$ cat config.mk
export PLATFORM = sky130hd
export DESIGN_NAME = router_port_arbiter
export DESIGN_NICKNAME = d
export VERILOG_FILES = /design/src/rtl/router_arb_pkg.sv /design/src/rtl/rr_pick.sv /design/src/rtl/router_port_arbiter.sv
export SDC_FILE = /design/constraint.sdc
export NUM_CORES = 1
export LEC_CHECK = 0
export ABC_AREA = 1
export CORE_ASPECT_RATIO = 1.75
export CORE_MARGIN = 10
export CORE_UTILIZATION = 60
export DETAILED_ROUTE_END_ITERATION = 8
export PLACE_DENSITY_LB_ADDON = 0.15
export REMOVE_ABC_BUFFERS = 1
export SLEW_MARGIN = 20
export SYNTH_ARGS = -nofsm -noshare
export SYNTH_HDL_FRONTEND = slang
export SYNTH_SLANG_ARGS = --single-unit
$ cat constraint.sdc
create_clock -name clk -period 4 [get_ports clk]
set_input_delay 0.8 -clock clk [delete_from_list [all_inputs] [get_ports clk]]
set_output_delay 0.8 -clock clk [all_outputs]
set_load 0.03 [all_outputs]
$ cat src/rtl/router_arb_pkg.sv
// Shared definitions for the per-output-port arbiter: register map,
// CTRL bit positions and the arbitration FSM state type.
package router_arb_pkg;

  localparam int unsigned ADDR_CTRL       = 0;
  localparam int unsigned ADDR_MASK       = 1;
  localparam int unsigned ADDR_STATUS     = 2;
  localparam int unsigned ADDR_CNT_BASE   = 4;

  localparam int unsigned CTRL_EN_BIT     = 0;
  localparam int unsigned CTRL_MODE_BIT   = 1;

  localparam int unsigned STATUS_ERR_BIT  = 0;
  localparam int unsigned STATUS_IDX_LSB  = 4;
  localparam int unsigned STATUS_BUSY_BIT = 7;

  typedef enum logic {
    ARB_IDLE = 1'b0,
    ARB_BUSY = 1'b1
  } arb_state_t;

endpackage

$ cat src/rtl/rr_pick.sv
// Combinational winner selection over a request vector.
// Round-robin searches upward from i_ptr+1 with wrap; fixed mode picks the
// lowest set index. Returns a one-hot grant, its index and an any-valid flag.
module rr_pick #(
  parameter int unsigned NUM_REQ = 4,
  parameter int unsigned IW      = (NUM_REQ > 1) ? $clog2(NUM_REQ) : 1
) (
  input  logic [NUM_REQ-1:0] i_req,
  input  logic [IW-1:0]      i_ptr,
  input  logic               i_fixed,
  output logic [NUM_REQ-1:0] o_gnt,
  output logic [IW-1:0]      o_idx,
  output logic               o_any
);

  // Priority search; the first hit found in search order wins.
  always_comb begin
    int unsigned w_cand;
    o_gnt  = '0;
    o_idx  = '0;
    o_any  = 1'b0;
    w_cand = 0;
    if (i_fixed) begin
      for (int unsigned i = 0; i < NUM_REQ; i++) begin
        if (!o_any && i_req[i]) begin
          o_any    = 1'b1;
          o_idx    = IW'(i);
          o_gnt[i] = 1'b1;
        end
      end
    end else begin
      for (int unsigned off = 1; off <= NUM_REQ; off++) begin
        w_cand = {{(32-IW){1'b0}}, i_ptr} + off;
        if (w_cand >= NUM_REQ) begin
          w_cand = w_cand - NUM_REQ;
        end
        if (!o_any && i_req[w_cand]) begin
          o_any         = 1'b1;
          o_idx         = IW'(w_cand);
          o_gnt[w_cand] = 1'b1;
        end
      end
    end
  end

endmodule

$ cat src/rtl/router_port_arbiter.sv
// Per-output-port scheduler: shares one destination port among NUM_REQ
// sources with packet-level grant locking, a stall timeout with a sticky
// error flag, and a small configuration register file.
module router_port_arbiter
  import router_arb_pkg::*;
#(
  parameter int unsigned NUM_REQ = 4,
  parameter int unsigned DW      = 8,
  parameter int unsigned AW      = 4,
  parameter int unsigned TIMEOUT = 16,
  localparam int unsigned IW     = (NUM_REQ > 1) ? $clog2(NUM_REQ) : 1
) (
  input  logic               clk,
  input  logic               reset,
  input  logic [NUM_REQ-1:0] req,
  input  logic [NUM_REQ-1:0] eop,
  output logic [NUM_REQ-1:0] gnt,
  output logic [IW-1:0]      gnt_idx,
  output logic               busy,
  output logic               err,
  input  logic               wr,
  input  logic               rd,
  input  logic [AW-1:0]      addr,
  input  logic [DW-1:0]      wdata,
  output logic [DW-1:0]      rdata
);

  localparam int unsigned SW = $clog2(TIMEOUT + 1);

  arb_state_t         r_state, w_state_nxt;
  logic [NUM_REQ-1:0] r_gnt, w_gnt_nxt;
  logic [IW-1:0]      r_gnt_idx, w_idx_nxt;
  logic [IW-1:0]      r_rr_ptr, w_rr_nxt;
  logic [SW-1:0]      r_stall, w_stall_nxt;
  logic               w_err_set;
  logic               w_cnt_inc;

  logic [1:0]         r_ctrl;
  logic [NUM_REQ-1:0] r_mask;
  logic [7:0]         r_cnt [NUM_REQ];
  logic               r_err;
  logic [DW-1:0]      r_rdata, w_rd_val;

  logic [NUM_REQ-1:0] w_elig;
  logic [NUM_REQ-1:0] w_pick_gnt;
  logic [IW-1:0]      w_pick_idx;
  logic [IW-1:0]      w_pick_ptr;
  logic               w_pick_any;
  logic               w_busy;
  logic               w_req_g;
  logic               w_eop_g;
  logic               w_cfg_wr;
  logic               w_unused_ok;

  assign w_busy   = (r_state == ARB_BUSY);
  assign w_req_g  = req[r_gnt_idx];
  assign w_eop_g  = eop[r_gnt_idx];
  assign w_elig   = req & r_mask & {NUM_REQ{r_ctrl[CTRL_EN_BIT]}};
  assign w_cfg_wr = wr;
  assign w_unused_ok = ^wdata[DW-1:NUM_REQ];

  // While busy the current owner is the pointer, so it gets lowest priority
  // in the back-to-back re-arbitration on its eop beat.
  assign w_pick_ptr = w_busy ? r_gnt_idx : r_rr_ptr;

  rr_pick #(
    .NUM_REQ (NUM_REQ),
    .IW      (IW)
  ) u_pick (
    .i_req   (w_elig),
    .i_ptr   (w_pick_ptr),
    .i_fixed (r_ctrl[CTRL_MODE_BIT]),
    .o_gnt   (w_pick_gnt),
    .o_idx   (w_pick_idx),
    .o_any   (w_pick_any)
  );

  // FSM state register.
  always_ff @(posedge clk or negedge reset) begin
    if (!reset) begin
      r_state <= ARB_IDLE;
    end else begin
      r_state <= w_state_nxt;
    end
  end

  // Next-state, grant, pointer, stall and event decode.
  always_comb begin
    w_state_nxt = r_state;
    w_gnt_nxt   = r_gnt;
    w_idx_nxt   = r_gnt_idx;
    w_rr_nxt    = r_rr_ptr;
    w_stall_nxt = r_stall;
    w_err_set   = 1'b0;
    w_cnt_inc   = 1'b0;
    case (r_state)
      ARB_IDLE: begin
        w_stall_nxt = '0;
        if (w_pick_any) begin
          w_state_nxt = ARB_BUSY;
          w_gnt_nxt   = w_pick_gnt;
          w_idx_nxt   = w_pick_idx;
        end
      end
      ARB_BUSY: begin
        if (w_req_g) begin
          w_stall_nxt = '0;
          if (w_eop_g) begin
            w_cnt_inc = 1'b1;
            w_rr_nxt  = r_gnt_idx;
            if (w_pick_any) begin
              w_gnt_nxt = w_pick_gnt;
              w_idx_nxt = w_pick_idx;
            end else begin
              w_state_nxt = ARB_IDLE;
              w_gnt_nxt   = '0;
              w_idx_nxt   = '0;
            end
          end
        end else if (r_stall == SW'(TIMEOUT - 1)) begin
          w_err_set   = 1'b1;
          w_state_nxt = ARB_IDLE;
          w_gnt_nxt   = '0;
          w_idx_nxt   = '0;
          w_rr_nxt    = r_gnt_idx;
          w_stall_nxt = '0;
        end else begin
          w_stall_nxt = r_stall + 1'b1;
        end
      end
      default: begin
        w_state_nxt = ARB_IDLE;
        w_gnt_nxt   = '0;
        w_idx_nxt   = '0;
        w_stall_nxt = '0;
      end
    endcase
  end

  // Grant, pointer and stall registers.
  always_ff @(posedge clk or negedge reset) begin
    if (!reset) begin
      r_gnt     <= '0;
      r_gnt_idx <= '0;
      r_rr_ptr  <= IW'(NUM_REQ - 1);
      r_stall   <= '0;
    end else begin
      r_gnt     <= w_gnt_nxt;
      r_gnt_idx <= w_idx_nxt;
      r_rr_ptr  <= w_rr_nxt;
      r_stall   <= w_stall_nxt;
    end
  end

  // Writable configuration; the timeout set takes priority over W1C.
  always_ff @(posedge clk or negedge reset) begin
    if (!reset) begin
      r_ctrl <= 2'b01;
      r_mask <= '1;
      r_err  <= 1'b0;
    end else begin
      if (w_cfg_wr && (addr == AW'(ADDR_CTRL))) begin
        r_ctrl <= wdata[1:0];
      end
      if (w_cfg_wr && (addr == AW'(ADDR_MASK))) begin
        r_mask <= wdata[NUM_REQ-1:0];
      end
      if (w_err_set) begin
        r_err <= 1'b1;
      end else if (w_cfg_wr && (addr == AW'(ADDR_STATUS)) && wdata[STATUS_ERR_BIT]) begin
        r_err <= 1'b0;
      end
    end
  end

  // Completed-packet counters, 8-bit wrap.
  always_ff @(posedge clk or negedge reset) begin
    if (!reset) begin
      for (int unsigned i = 0; i < NUM_REQ; i++) begin
        r_cnt[i] <= '0;
      end
    end else begin
      for (int unsigned i = 0; i < NUM_REQ; i++) begin
        if (w_cnt_inc && (r_gnt_idx == IW'(i))) begin
          r_cnt[i] <= r_cnt[i] + 8'd1;
        end
      end
    end
  end

  // Read-data mux; unmapped addresses read as zero.
  always_comb begin
    w_rd_val = '0;
    if (addr == AW'(ADDR_CTRL)) begin
      w_rd_val[1:0] = r_ctrl;
    end else if (addr == AW'(ADDR_MASK)) begin
      w_rd_val[NUM_REQ-1:0] = r_mask;
    end else if (addr == AW'(ADDR_STATUS)) begin
      w_rd_val[STATUS_ERR_BIT]              = r_err;
      w_rd_val[STATUS_IDX_LSB +: IW]        = r_gnt_idx;
      w_rd_val[STATUS_BUSY_BIT]             = w_busy;
    end else begin
      for (int unsigned i = 0; i < NUM_REQ; i++) begin
        if (addr == AW'(ADDR_CNT_BASE + i)) begin
          w_rd_val[7:0] = r_cnt[i];
        end
      end
    end
  end

  // Registered read data, held between reads; a concurrent write suppresses the read.
  always_ff @(posedge clk or negedge reset) begin
    if (!reset) begin
      r_rdata <= '0;
    end else if (rd && !wr) begin
      r_rdata <= w_rd_val;
    end
  end

  assign gnt     = r_gnt;
  assign gnt_idx = r_gnt_idx;
  assign busy    = w_busy;
  assign err     = r_err;
  assign rdata   = r_rdata;

endmodule

# Word level (Yosys, flattened, before mapping)
# Cells that the tools add are included.
# W data, S select, Z words.
# word_totals
reg_bits	61
inputBits	24
output_inout_bits	16
wordCells	198
# classes
n_addsub	13
magnitude_cmp	13
eq_ne	14
muxes	107
bitwise	6
n_reduce_logical	32
# op_table
op	n
$mux W32	8
$ge A32 B1 Y1 const B	4
$ge A32 B3 Y1 const B	4
$lt A32 B3 Y1 const B	4
$sub A32 B3 Y32 const B	4
$mux W4	15
$mux W1	44
$mux W2	18
$add A8 B1 Y8 const B	4
$mux W8	4
$logic_and A1 B1 Y1	19
$eq A4 B3 Y1 const B	4
$bmux W1 S2	6
$or A4 B4 Y4	3
$mux W5	2
$pmux W5 S2	1
$and A4 B4 Y4	2
$demux W1 S2	4
$pmux W4 S2	1
$logic_not A1 Y1	7
$add A2 B2 Y3 const B	2
$mux W6	1
$reduce_and A3 Y1	2
$add A5 B1 Y5 const B	1
18 further kinds	21

# Depth between registers and ports, before layout
# Gate-level depths: netlist of run 1.
# depth
depth_word	25
depth_mapped	16
ltp_nobuf	15

# By module
# From an unflattened synthesis of run 1, not the netlist that was laid out.
# hier_totals
hier_cells	559
area_unflattened_um2	4232.8
# by_module_without_submodules
module	n_inst	cells_per_inst	area_per_inst_um2	seq_area_each_um2
router_port_arbiter	1	465	3661.0	1535.2
rr_pick	1	94	571.8	0.0

# Worst setup path after synthesis of run 1
# No wires, ideal clock.
# synth_timing
path_type	reg2reg
from	reg r_state (netlist: busy)
to	reg r_gnt_idx[1] (netlist: gnt_idx[1])
setup_time_ns	0.118
arrival_time_ns	2.202
t_required_ns	3.882
slack_ns	1.680
path_stages_with_launch	15
n_path_buf	1
synth_period_minus_slack_ns	2.320
path_cell_list	dfrtp_1 > buf_4 > o21ai_2 > inv_2 > ha_1 > inv_1 > nand3_1 > nand2_1 > inv_1 > nand3_2 > inv_2 > a21oi_1 > nand2_1 > nand2_1 > nand2_1
# synth_via
elab_chain_cells	25
word_cells_on_any_way	58
cone_classes	add/sub (8); order compare (4); eq/ne (3); mux (35); bitwise (1); reduce/logical (7)
# synth_rtl
element	line_no	source
start, declared	router_port_arbiter.sv:30	arb_state_t r_state, w_state_nxt;
start signal, assigned	router_port_arbiter.sv:83	r_state <= w_state_nxt;
$mux W2	router_port_arbiter.sv:64	assign w_pick_ptr = w_busy ? r_gnt_idx : r_rr_ptr;
$add A2 B1 Y3	rr_pick.sv:33	w_cand = {{(32-IW){1'b0}}, i_ptr} + off;
$sub A32 B3 Y32 / $ge A32 B3 Y1 (equally long branches)	rr_pick.sv:35, rr_pick.sv:34	
$mux W32	rr_pick.sv:34	if (w_cand >= NUM_REQ) begin
$mux W32	rr_pick.sv:23	if (i_fixed) begin
$bmux W1 S2	rr_pick.sv:37	if (!o_any && i_req[w_cand]) begin
$mux W1 (implied by the code)	rr_pick.sv:37	
$mux W1	rr_pick.sv:37	
[9 not listed]	n/a	
$logic_not A1 Y1	rr_pick.sv:37	
$logic_and A1 B1 Y1	rr_pick.sv:37	
$mux W2 / $mux W1 (equally long branches)	rr_pick.sv:37	
$mux W2 / $mux W1 (equally long branches)	rr_pick.sv:23	
$mux W2	router_port_arbiter.sv:111	if (w_pick_any) begin
$mux W2	router_port_arbiter.sv:108	if (w_eop_g) begin
$mux W2	router_port_arbiter.sv:106	if (w_req_g) begin
$pmux W2 S2	router_port_arbiter.sv:96	case (r_state)
end signal, assigned	router_port_arbiter.sv:149	r_gnt_idx <= w_idx_nxt;
end, declared	router_port_arbiter.sv:32	logic [IW-1:0] r_gnt_idx, w_idx_nxt;
# Several ways; a longest one is shown, not always the timed one. The select of a mux whose other input is x is not followed.
# A chain may end at the register's enable or synchronous reset.

# Worst setup path after layout of run 1
# layout_timing
from	reg r_state (netlist: busy)
to	reg r_gnt[1] (netlist: gnt[1])
# layout_via
elab_chain_cells	25
word_cells_on_any_way	84
cone_classes	add/sub (8); order compare (12); eq/ne (3); mux (46); bitwise (4); reduce/logical (11)
# layout_rtl
element	line_no	source
parallel branches: the longest is 25 deep, another holds $sub A32 B3 Y32	n/a	
end signal, assigned	router_port_arbiter.sv:148	r_gnt <= w_gnt_nxt;
end, declared	router_port_arbiter.sv:31	logic [NUM_REQ-1:0] r_gnt, w_gnt_nxt;
# Several ways; the timed one is not identified. The select of a mux whose other input is x is not followed.

==> impl_metrics.ini, run 1 <==
[worst_setup_path]
crit_family = simple AND/OR/NAND/NOR gates
cp-start-kind = register
rr_worst_depth = 14
cp_slowest_stage_delay_ns = 0.54
cp_max_fo = 10
worst_path_most_repeated_cell = nand2_1
cp.required_ns = 4.29
crit_type = reg -> reg
crit_chain = o21ai_2 -> inv_2 -> ha_1 -> inv_1 -> nand3_1 -> nand2_1 -> nand3_2 -> nor2_1 -> nor2_1 -> nand2_1 -> nand2_1 -> nand2_1 -> nand2_1 -> nand2_1
cp_slowest_cell = dfrtp_1
worstPathBufferInverterCount = 2
cp.arrival_ns = 2.91
worstSetupPathDepth = 14
cp-end-kind = register

[run]
maxCapViolCount = 0

[synth]
yosys.area.top_type_share_pct = 36.05
syn-cell-area_um2 = 3749
synth_area_leaders = dfrtp_1 (36%), nand2_1 (12%), inv_1 (6.6%)
synth_cells = 470
yosysMostFrequentCell = nand2_1
ys_types = 36
synth_edf_count = 0
synth_xor_xnor_area_share_pct = 6.308
synth_top_family_by_area = simple AND/OR/NAND/NOR gates
yosys_warnings = 0
syn_area_per_cell_um2 = 7.976
ys_seq_area_share_pct = 40.95
synth_commonest_cells = nand2_1 (122), inv_1 (66), dfrtp_1 (54)
synthFlopType = dfrtp_1
synth_compound_area_share_pct = 9.413
synth.largest_area_cell = dfrtp_1
yosys.area_share.simple_pct = 29.17
synth_fa_ha_area_share_pct = 4.005
ys_ff_latch = 61
synthMuxAreaShare_pct = 2.403
async_flop_share_pct = 100.0

[sta]
fin_crit_sh_pct = 65.55
hold_slack_ns = 0.4735
fmax_mhz = 381.4
period_needed_ns = 2.622
setup_violations = 0
worstMarginPinSlew_ns = 0.8280
finalHoldViolations = 0
fin_skew_ns = 0.007552
relSlewSlack_pct = 44.80
rsz0062_at_grt = no
maxSlewViolCount = 0
setup_tns_ns = 0

[clock_tree]
postCtsSetupBuffers = 0
cts_sinks = 61
cts-root-buf = clkbuf_8
clkSlewWorstSetupHoldPaths_ns = 0.06
cts_resized = 0
ctsHoldBuffers = 0
htree_levels = 3
clock_latency_ns = 0.35
cts_buffers = 9
clk_path_buf_depth = 2
cts_tree = built

[global_route]
grt_pass1_vias = 3334
grt_pass1_wl_um = 15340
grt_max_degree = 38
antenna_found_initial = 0
overflow = 0
track_usage_pct = 19.52

[pwr]
ir_worst_vdd_mv = 0.3578
p_total_mw = 2.784
p_int_mw = 1.582
swShare_pct = 43.17
powerDensity_nw_per_um2 = 631.2
switchingPower_mw = 1.202
clock_power_share_pct = 23.0
p_leak_nw = 2.298
pwr-share-comb_pct = 44.8
p_seq_share_pct = 32.2

[drt]
num_vias = 3231
drt-pass1-iter-count = 4
routed_wirelength_um = 9034
vias_per_cell = 5.403
ant_nets = 0
drt_iter0_drc = 176
wire_per_inst_um = 15.11
drc = 0

[finish]
drive_gt1_share_pct = 12.55
fillers = 484
multiInputGateArea_um2 = 1923
diodes = 0
seq_area_um2 = 1535
synthToLayoutAreaGrowth_pct = 17.66
final_nets = 550

[floorplanning]
die_w_um = 79.75
die_y_um = 124.6
ios = 40
rows = 38
dieArea_um2 = 9934
initial_core_util_pct = 61.12
core_um2 = 6133

[place]
dpl.hpwl_um = 7182
gp_congestion = 0.9361
portBuffers = 35

[min_path]
hold_class = reg -> reg
min_path_cells = 1

[run_status]
status = finished clean
## per-stage QoR
step / utilization [%] / setup WS [ns] / cells / area (um^2)
2_1_floorplan: - / 1.711 / 467 / 3730
3_3_place_gp: 68.20 / 1.416 / 583 / 4183
3_5_place_dp: 68.20 / 1.347 / 583 / 4183
4_1_cts: 71.91 / 1.404 / 598 / 4410
5_1_grt: 71.91 / 1.173 / 598 / 4410
6_report: 71.91 / 1.378 / 598 / 4410
## layout by cell type (no fill, tap or decap), types with 5 or more instances in the layout
cell type and instances:
inv_1 66, clkdlybuf4s50_1 34, a21oi_1 12, nor2_4 7, ha_1 12, o22ai_1 5
nor3_1 5, dfstp_2 7, nand2_2 6, nor2_1 31, nand2_4 5, o211ai_1 7
dfrtp_1 54, xor2_1 23, nand3_1 34, mux2_2 8, nand2_1 122, o21ai_0 27
clkbuf_8 9
## per-layer routing
layer	vias to the layer above	part of all wire [%]	track usage (%)
met4	0	4.8	12.60
met3	30	4.9	5.058
met5	-	0	0
met2	84	55	35.45
met1	1524	35	18.14
li1	1593	-	-
## cell families (layout without fill, tap and decap cells)
logic type | after synthesis | count (layout)
AO/OA/AOI/OAI | 61 | 61
XOR/XNOR | 27 | 27
adder cells (fa/ha/maj) | 12 | 12
buffers and inverters | 74 | 122
flip-flops | 61 | 61
multiplexers | 8 | 8
AND/OR/NAND/NOR | 227 | 227
## sequential cells by signal (all words and copies together), names as in the netlist
signal	count
busy	1
err	1
gnt	4
gnt_idx	2
r_cnt	32
r_ctrl	2
r_mask	4
r_rr_ptr	2
r_stall	5
rdata	8
## power by group through the flow
stage                     Combinational [mW]  Clock [mW]  Sequential [mW]
after floorplan                        0.829           0            0.946
final                                   1.25       0.641            0.896
after global routing                    1.39       0.680            0.914
after global placement                  1.19           0            0.901
after detailed placement                1.23           0            0.907
after CTS                               1.24       0.652            0.896
## path summary, 6_finish.rpt
check	end	startpoint	slack, ns
hold reg to reg	r_stall[0]$_DFF_PN0_	r_stall[0]$_DFF_PN0_	0.47
max in group asynchronous	r_ctrl[0]$_DFFE_PN1P_	reset	2.58
setup reg to reg	gnt[1]$_DFFE_PN0P_	busy$_DFF_PN0_	1.38
min in group asynchronous	r_cnt[28]$_DFFE_PN0P_	reset	0.55
setup / recovery	gnt[1]$_DFFE_PN0P_	busy$_DFF_PN0_	1.38
hold / removal	r_stall[0]$_DFF_PN0_	r_stall[0]$_DFF_PN0_	0.47
## cell type report
| cell class | count | area share [%] |
|---|---|---|
| clock buffer | 10 | 2.894 |
| clock inverter | 5 | 2.270 |
| inverter | 71 | 6.156 |
| multi-input combinational | 335 | 43.60 |
| sequential | 61 | 34.81 |
| tap | 80 | 2.270 |
| timing repair buffer | 36 | 8.000 |
Power figures use the tool's default switching activity.
==> inputs of run 2 (changes only) <==
--- a/config.mk
+++ b/config.mk
@@ -8,7 +8,7 @@
 export ABC_AREA = 1
 export CORE_ASPECT_RATIO = 1.75
 export CORE_MARGIN = 10
-export CORE_UTILIZATION = 60
+export CORE_UTILIZATION = 57
 export DETAILED_ROUTE_END_ITERATION = 8
 export PLACE_DENSITY_LB_ADDON = 0.15
 export REMOVE_ABC_BUFFERS = 1
==> constraint.sdc (replaced) <==
create_clock -name clk -period 2.7 [get_ports clk]
set_input_delay 0.54 -clock clk [delete_from_list [all_inputs] [get_ports clk]]
set_output_delay 0.54 -clock clk [all_outputs]
set_load 0.03 [all_outputs]
==> run 2 against run 1 <==
  * Cell count up 1.7%
  * Setup slack got worse by 1.0 ns
  * Maximum frequency grew 12%
  * Sequential share of layout area is 0.77 points lower
  * Via count is 1.3% higher
  * Hold slack got worse by 0.38 ns
  * Clock skew hardly changed
  * Combinational power is 56% higher
  * Non-clock buffer count rose by 7
  * Utilization down 2.4 points
  * Largest cell class unchanged
  * Largest power group unchanged
==> impl_metrics.ini, run 2 (synthesis gave the netlist of run 1 again) <==
[run_status]
status = finished clean

[worst_setup_path]
crit_chain = nand2_1 -> o21ai_2 -> inv_2 -> ha_1 -> inv_1 -> nand3_1 -> nand2_1 -> inv_1 -> nand3_2 -> inv_2 -> a21oi_1 -> nand2_1 -> nand2_1 -> nand2_1
cp.required_ns = 2.92
worst_path_most_repeated_cell = nand2_1
cp_slowest_cell = dfrtp_1
crit_family = simple AND/OR/NAND/NOR gates
cp-end-kind = register
cp_slowest_stage_delay_ns = 0.63
worstPathBufferInverterCount = 4
crit_type = reg -> reg
cp-start-kind = register
cp.arrival_ns = 2.56
cp_max_fo = 9

[place]
dpl_cell_area_um2 = 4238
gp_congestion = 0.9689
dpl.hpwl_um = 7255
place_inst = 592
portBuffers = 35
post-place-ws_ns = 0.2999

[pwr]
swShare_pct = 42.41
powerDensity_nw_per_um2 = 952.6
pwr-share-comb_pct = 45.3
p_total_mw = 4.297
ir_worst_vdd_mv = 0.6152
clock_power_share_pct = 24.4
p_leak_nw = 2.350
p_int_mw = 2.474
p_seq_share_pct = 30.3
switchingPower_mw = 1.822

[global_route]
track_usage_pct = 19.17
grt_pass1_wl_um = 15640
antenna_found_initial = 0
grt_max_degree = 29
grt_pass1_vias = 3361
overflow = 0

[clock_tree]
cts_buffers = 9
htree_levels = 3
clock_latency_ns = 0.33
cts-root-buf = clkbuf_16
cts_sinks = 61
ctsHoldBuffers = 0
postCtsSetupBuffers = 0
cts_tree = built
cts_resized = 0
clkSlewWorstSetupHoldPaths_ns = 0.05
clk_path_buf_depth = 2

[sta]
finalHoldViolations = 0
worstMarginPinSlew_ns = 0.4697
fmax_mhz = 427.9
relSlewSlack_pct = 68.69
maxSlewViolCount = 0
fin_skew_ns = 0.007566
rsz0062_at_grt = no
period_needed_ns = 2.337
setup_tns_ns = 0
setup_violations = 0
hold_slack_ns = 0.09440
fin_crit_sh_pct = 86.56
setup_ws_ns = 0.3629

[drt]
ant_nets = 0
num_vias = 3272
drc = 0
drt_iter0_drc = 184
drt-pass1-iter-count = 4
routed_wirelength_um = 9290
wire_per_inst_um = 15.28
vias_per_cell = 5.382

[finish]
final_nets = 557
fillers = 540
drive_gt1_share_pct = 13.31
regMostFlops = r_cnt
multiInputGateArea_um2 = 1923
seq_area_um2 = 1535
fin_area_um2 = 4511
final_cell_count_no_fill = 608
synthToLayoutAreaGrowth_pct = 20.33
final_common_cell = nand2_1
diodes = 0
post-route-util_pct = 69.50
final_cell_mix = nand2_1 (122), inv_1 (66), dfrtp_1 (54)
largest_register_ff_count = 32

[floorplanning]
core_um2 = 6490
die_y_um = 127.3
die_w_um = 81.30
rows = 39
ios = 40
dieArea_um2 = 10350
initial_core_util_pct = 57.76

[min_path]
hold_class = in -> async

[run]
maxCapViolCount = 0
## run 2: changes by cell type in the layout (fill, tap and decap cells not counted)
cell / change
clkbuf_16: +9
buf_4: +7
clkbuf_8: -7
bufinv_16: -3
clkbuf_1: +3
clkinv_2: -1
## run 2: worst paths after layout
kind,to,slack (ns),depth (start not counted),from
worst max-delay path,gnt_idx[1]$_DFFE_PN0P_,0.36,14,busy$_DFF_PN0_
worst min-delay path,gnt_idx[0]$_DFFE_PN0P_,0.09,1,reset
worst max register to register,gnt_idx[1]$_DFFE_PN0P_,0.36,14,busy$_DFF_PN0_
worst min register to register,r_stall[0]$_DFF_PN0_,0.46,1,r_stall[0]$_DFF_PN0_
max in group asynchronous,r_ctrl[0]$_DFFE_PN1P_,1.90,2,reset
min in group clk,r_stall[0]$_DFF_PN0_,0.46,1,r_stall[0]$_DFF_PN0_
## run 2: worst register-to-register path: stages (launching register included)
cell and delay [ns]:
dfrtp_1 0.63, nand2_1 0.14, o21ai_2 0.11, inv_2 0.06, ha_1 0.35, inv_1 0.12
nand3_1 0.08, nand2_1 0.16, inv_1 0.11, nand3_2 0.09, inv_2 0.05, a21oi_1 0.15
nand2_1 0.07, nand2_1 0.08, nand2_1 0.05
## run 2: power groups by stage
stage,Clock (mW),Combinational (mW),Sequential (mW)
after detailed placement,0,1.94,1.31
final,1.05,1.95,1.30
after global placement,0,1.88,1.30
after global routing,1.10,2.18,1.33
after floorplan,0,1.23,1.40
after CTS,1.06,1.95,1.30
## run 2: area by class of cell
type	instances	share of cell area (%)
clock buffer	15	5.936
clock inverter	1	0.1110
inverter	71	6.019
multi-input combinational	335	42.64
sequential	61	34.04
tap	82	2.275
timing repair buffer	43	8.988
## run 2: routing by layer
| layer | track usage (%) | part of all wire (%) | up-vias |
|---|---|---|---|
| met5 | 0 | 0 | - |
| met4 | 10.85 | 4.2 | 0 |
| met3 | 4.494 | 4.1 | 34 |
| met2 | 34.42 | 55 | 83 |
| met1 | 19.16 | 37 | 1539 |
| li1 | - | - | 1616 |
==> inputs of run 3 (changes only) <==
--- a/config.mk
+++ b/config.mk
@@ -11,6 +11,7 @@
 export CORE_UTILIZATION = 57
 export DETAILED_ROUTE_END_ITERATION = 8
 export PLACE_DENSITY_LB_ADDON = 0.15
+export RECOVER_POWER = 50
 export REMOVE_ABC_BUFFERS = 1
 export SLEW_MARGIN = 20
 export SYNTH_ARGS = -nofsm -noshare
==> run 3 against run 2 <==
  * The flow now finishes with violations (max-capacitance violations, max-slew violations)
  * Cell count unchanged
  * Via count down 0.37%
  * Critical path depth unchanged
  * Largest cell class unchanged
  * Largest power group unchanged
  * Highest routed layer unchanged
==> impl_metrics.ini, run 3 (synthesis gave the netlist of run 1 again) <==
[finish]
final_nets = 557
seq_area_um2 = 1535
post-route-util_pct = 69.17
final_cell_mix = nand2_1 (122), inv_1 (66), dfrtp_1 (54)
fillers = 543
drive_gt1_share_pct = 12.55
multiInputGateArea_um2 = 1911
final_common_cell = nand2_1
largest_register_ff_count = 32
diodes = 0
synthToLayoutAreaGrowth_pct = 19.76
regMostFlops = r_cnt

[pwr]
pwr-share-comb_pct = 45.2
ir_worst_vdd_mv = 0.6152
swShare_pct = 42.43
p_leak_nw = 2.331
p_int_mw = 2.464
switchingPower_mw = 1.815
clock_power_share_pct = 24.5
p_seq_share_pct = 30.4
powerDensity_nw_per_um2 = 953.1

[clock_tree]
htree_levels = 3
cts-root-buf = clkbuf_16
ctsHoldBuffers = 0
clock_latency_ns = 0.33
clk_path_buf_depth = 2
postCtsSetupBuffers = 0
clkSlewWorstSetupHoldPaths_ns = 0.05
cts_sinks = 61
cts_buffers = 9
cts_tree = built
cts_resized = 0

[run_status]
failed_checks = max-capacitance violations, max-slew violations
status = complete, but fails checks

[sta]
finalHoldViolations = 0
rsz0062_at_grt = no
setup_violations = 0
fmax_mhz = 431.5
maxSlewViolCount = 29
worstMarginPinSlew_ns = 1.512
setup_tns_ns = 0
relSlewSlack_pct = -0.7737
fin_skew_ns = 0.005838
fin_crit_sh_pct = 85.82
period_needed_ns = 2.317

[worst_setup_path]
rr_worst_depth = 14
cp.arrival_ns = 2.54
cp_max_fo = 9
crit_type = reg -> reg
critPathLaunch = busy$_DFF_PN0_
cp-start-kind = register
cp-end-kind = register
regToRegStartpoint = busy$_DFF_PN0_
cp.required_ns = 2.92
r2r-end = gnt_idx[1]$_DFFE_PN0P_
ff2ff_setup_slack_ns = 0.38

[floorplanning]
die_y_um = 127.3
die_w_um = 81.30
ios = 40
rows = 39
dieArea_um2 = 10350
initial_core_util_pct = 57.76
core_um2 = 6490

[drt]
wire_per_inst_um = 15.23
routed_wirelength_um = 9260
drc = 0
drt-pass1-iter-count = 4
vias_per_cell = 5.362
ant_nets = 0
num_vias = 3260
drt_iter0_drc = 175

[global_route]
track_usage_pct = 19.17
grt_max_degree = 29
overflow = 0
grt_pass1_vias = 3361
antenna_found_initial = 0
grt_pass1_wl_um = 15640

[min_path]
hold_class = in -> async

[place]
gp_congestion = 0.9689
portBuffers = 35
dpl.hpwl_um = 7255

[run]
maxCapViolCount = 1
[run 3: changes by cell type in the layout (fill, tap and decap cells not counted), sizes merged]
cell | previous run | this run
dlygate4sd3 | 0 | 2
clkdlybuf4s50 | 34 | 32
buf | 9 | 6
clkbuf | 15 | 18
[run 3: worst max path at each step]
| stage | to | slack [ns] | cells past startpoint |
|---|---|---|---|
| after detailed placement | gnt_idx[1]$_DFFE_PN0P_ | 0.30 | 12 |
| after global placement | gnt_idx[1]$_DFFE_PN0P_ | 0.33 | 12 |
| after floorplan | gnt_idx[1]$_DFFE_PN0P_ | 0.41 | 13 |
| after CTS | gnt_idx[1]$_DFFE_PN0P_ | 0.35 | 14 |
| final | gnt_idx[1]$_DFFE_PN0P_ | 0.38 | 14 |
| after global routing | gnt[1]$_DFFE_PN0P_ | 0.18 | 15 |
[run 3: stage by stage]
stage | hold WS (ns) | instances | worst slack [ns] | instance area (um^2) | power [mW]
finish | 0.2489 | 608 | 0.3827 | 4489 | 4.279
global route | 0.3135 | 608 | 0.1825 | 4489 | 4.591
CTS | 0.1029 | 608 | 0.3488 | 4511 | 4.310
detailed placement | 0.4489 | 592 | 0.2999 | 4238 | 3.251
global placement | 0.4444 | 592 | 0.3306 | 4238 | 3.185
floorplan | 0.2444 | 467 | 0.4114 | 3730 | 2.629
[run 3: critical path: stages (launching register included)]
cell and delay, ns:
dfrtp_1 0.62, nand2_1 0.13, o21ai_2 0.11, inv_2 0.06
ha_1 0.35, inv_1 0.12, nand3_1 0.08, nand2_1 0.16
inv_1 0.10, nand3_2 0.09, inv_2 0.05, a21oi_1 0.15
nand2_1 0.07, nand2_1 0.08, nand2_1 0.05
[run 3: layer usage]
layer / global-route usage [%] / up-vias / wire length (um)
met2: 34.42 / 89 / 5071
met4: 10.85 / 0 / 396
met1: 19.16 / 1522 / 3394
met3: 4.494 / 34 / 398
met5: 0 / - / 0
li1: - / 1615 / -
[run 3: cell type report]
class	instances	area share, %
Sequential cell	61	34.20
Clock inverter	1	0.1115
Multi-Input combinational cell	335	42.56
Timing Repair Buffer	43	8.835
Inverter	71	6.048
Clock buffer	15	5.964
Tap cell	82	2.285
[run 3: power by group through the flow]
| stage | logic [mW] | registers, mW | clock network, mW |
|---|---|---|---|
| 5_1_grt | 2.16 | 1.33 | 1.10 |
| 6_report | 1.93 | 1.30 | 1.05 |
| 4_1_cts | 1.95 | 1.30 | 1.06 |
| 2_1_floorplan | 1.23 | 1.40 | 0 |
| 3_3_place_gp | 1.88 | 1.30 | 0 |
| 3_5_place_dp | 1.94 | 1.31 | 0 |
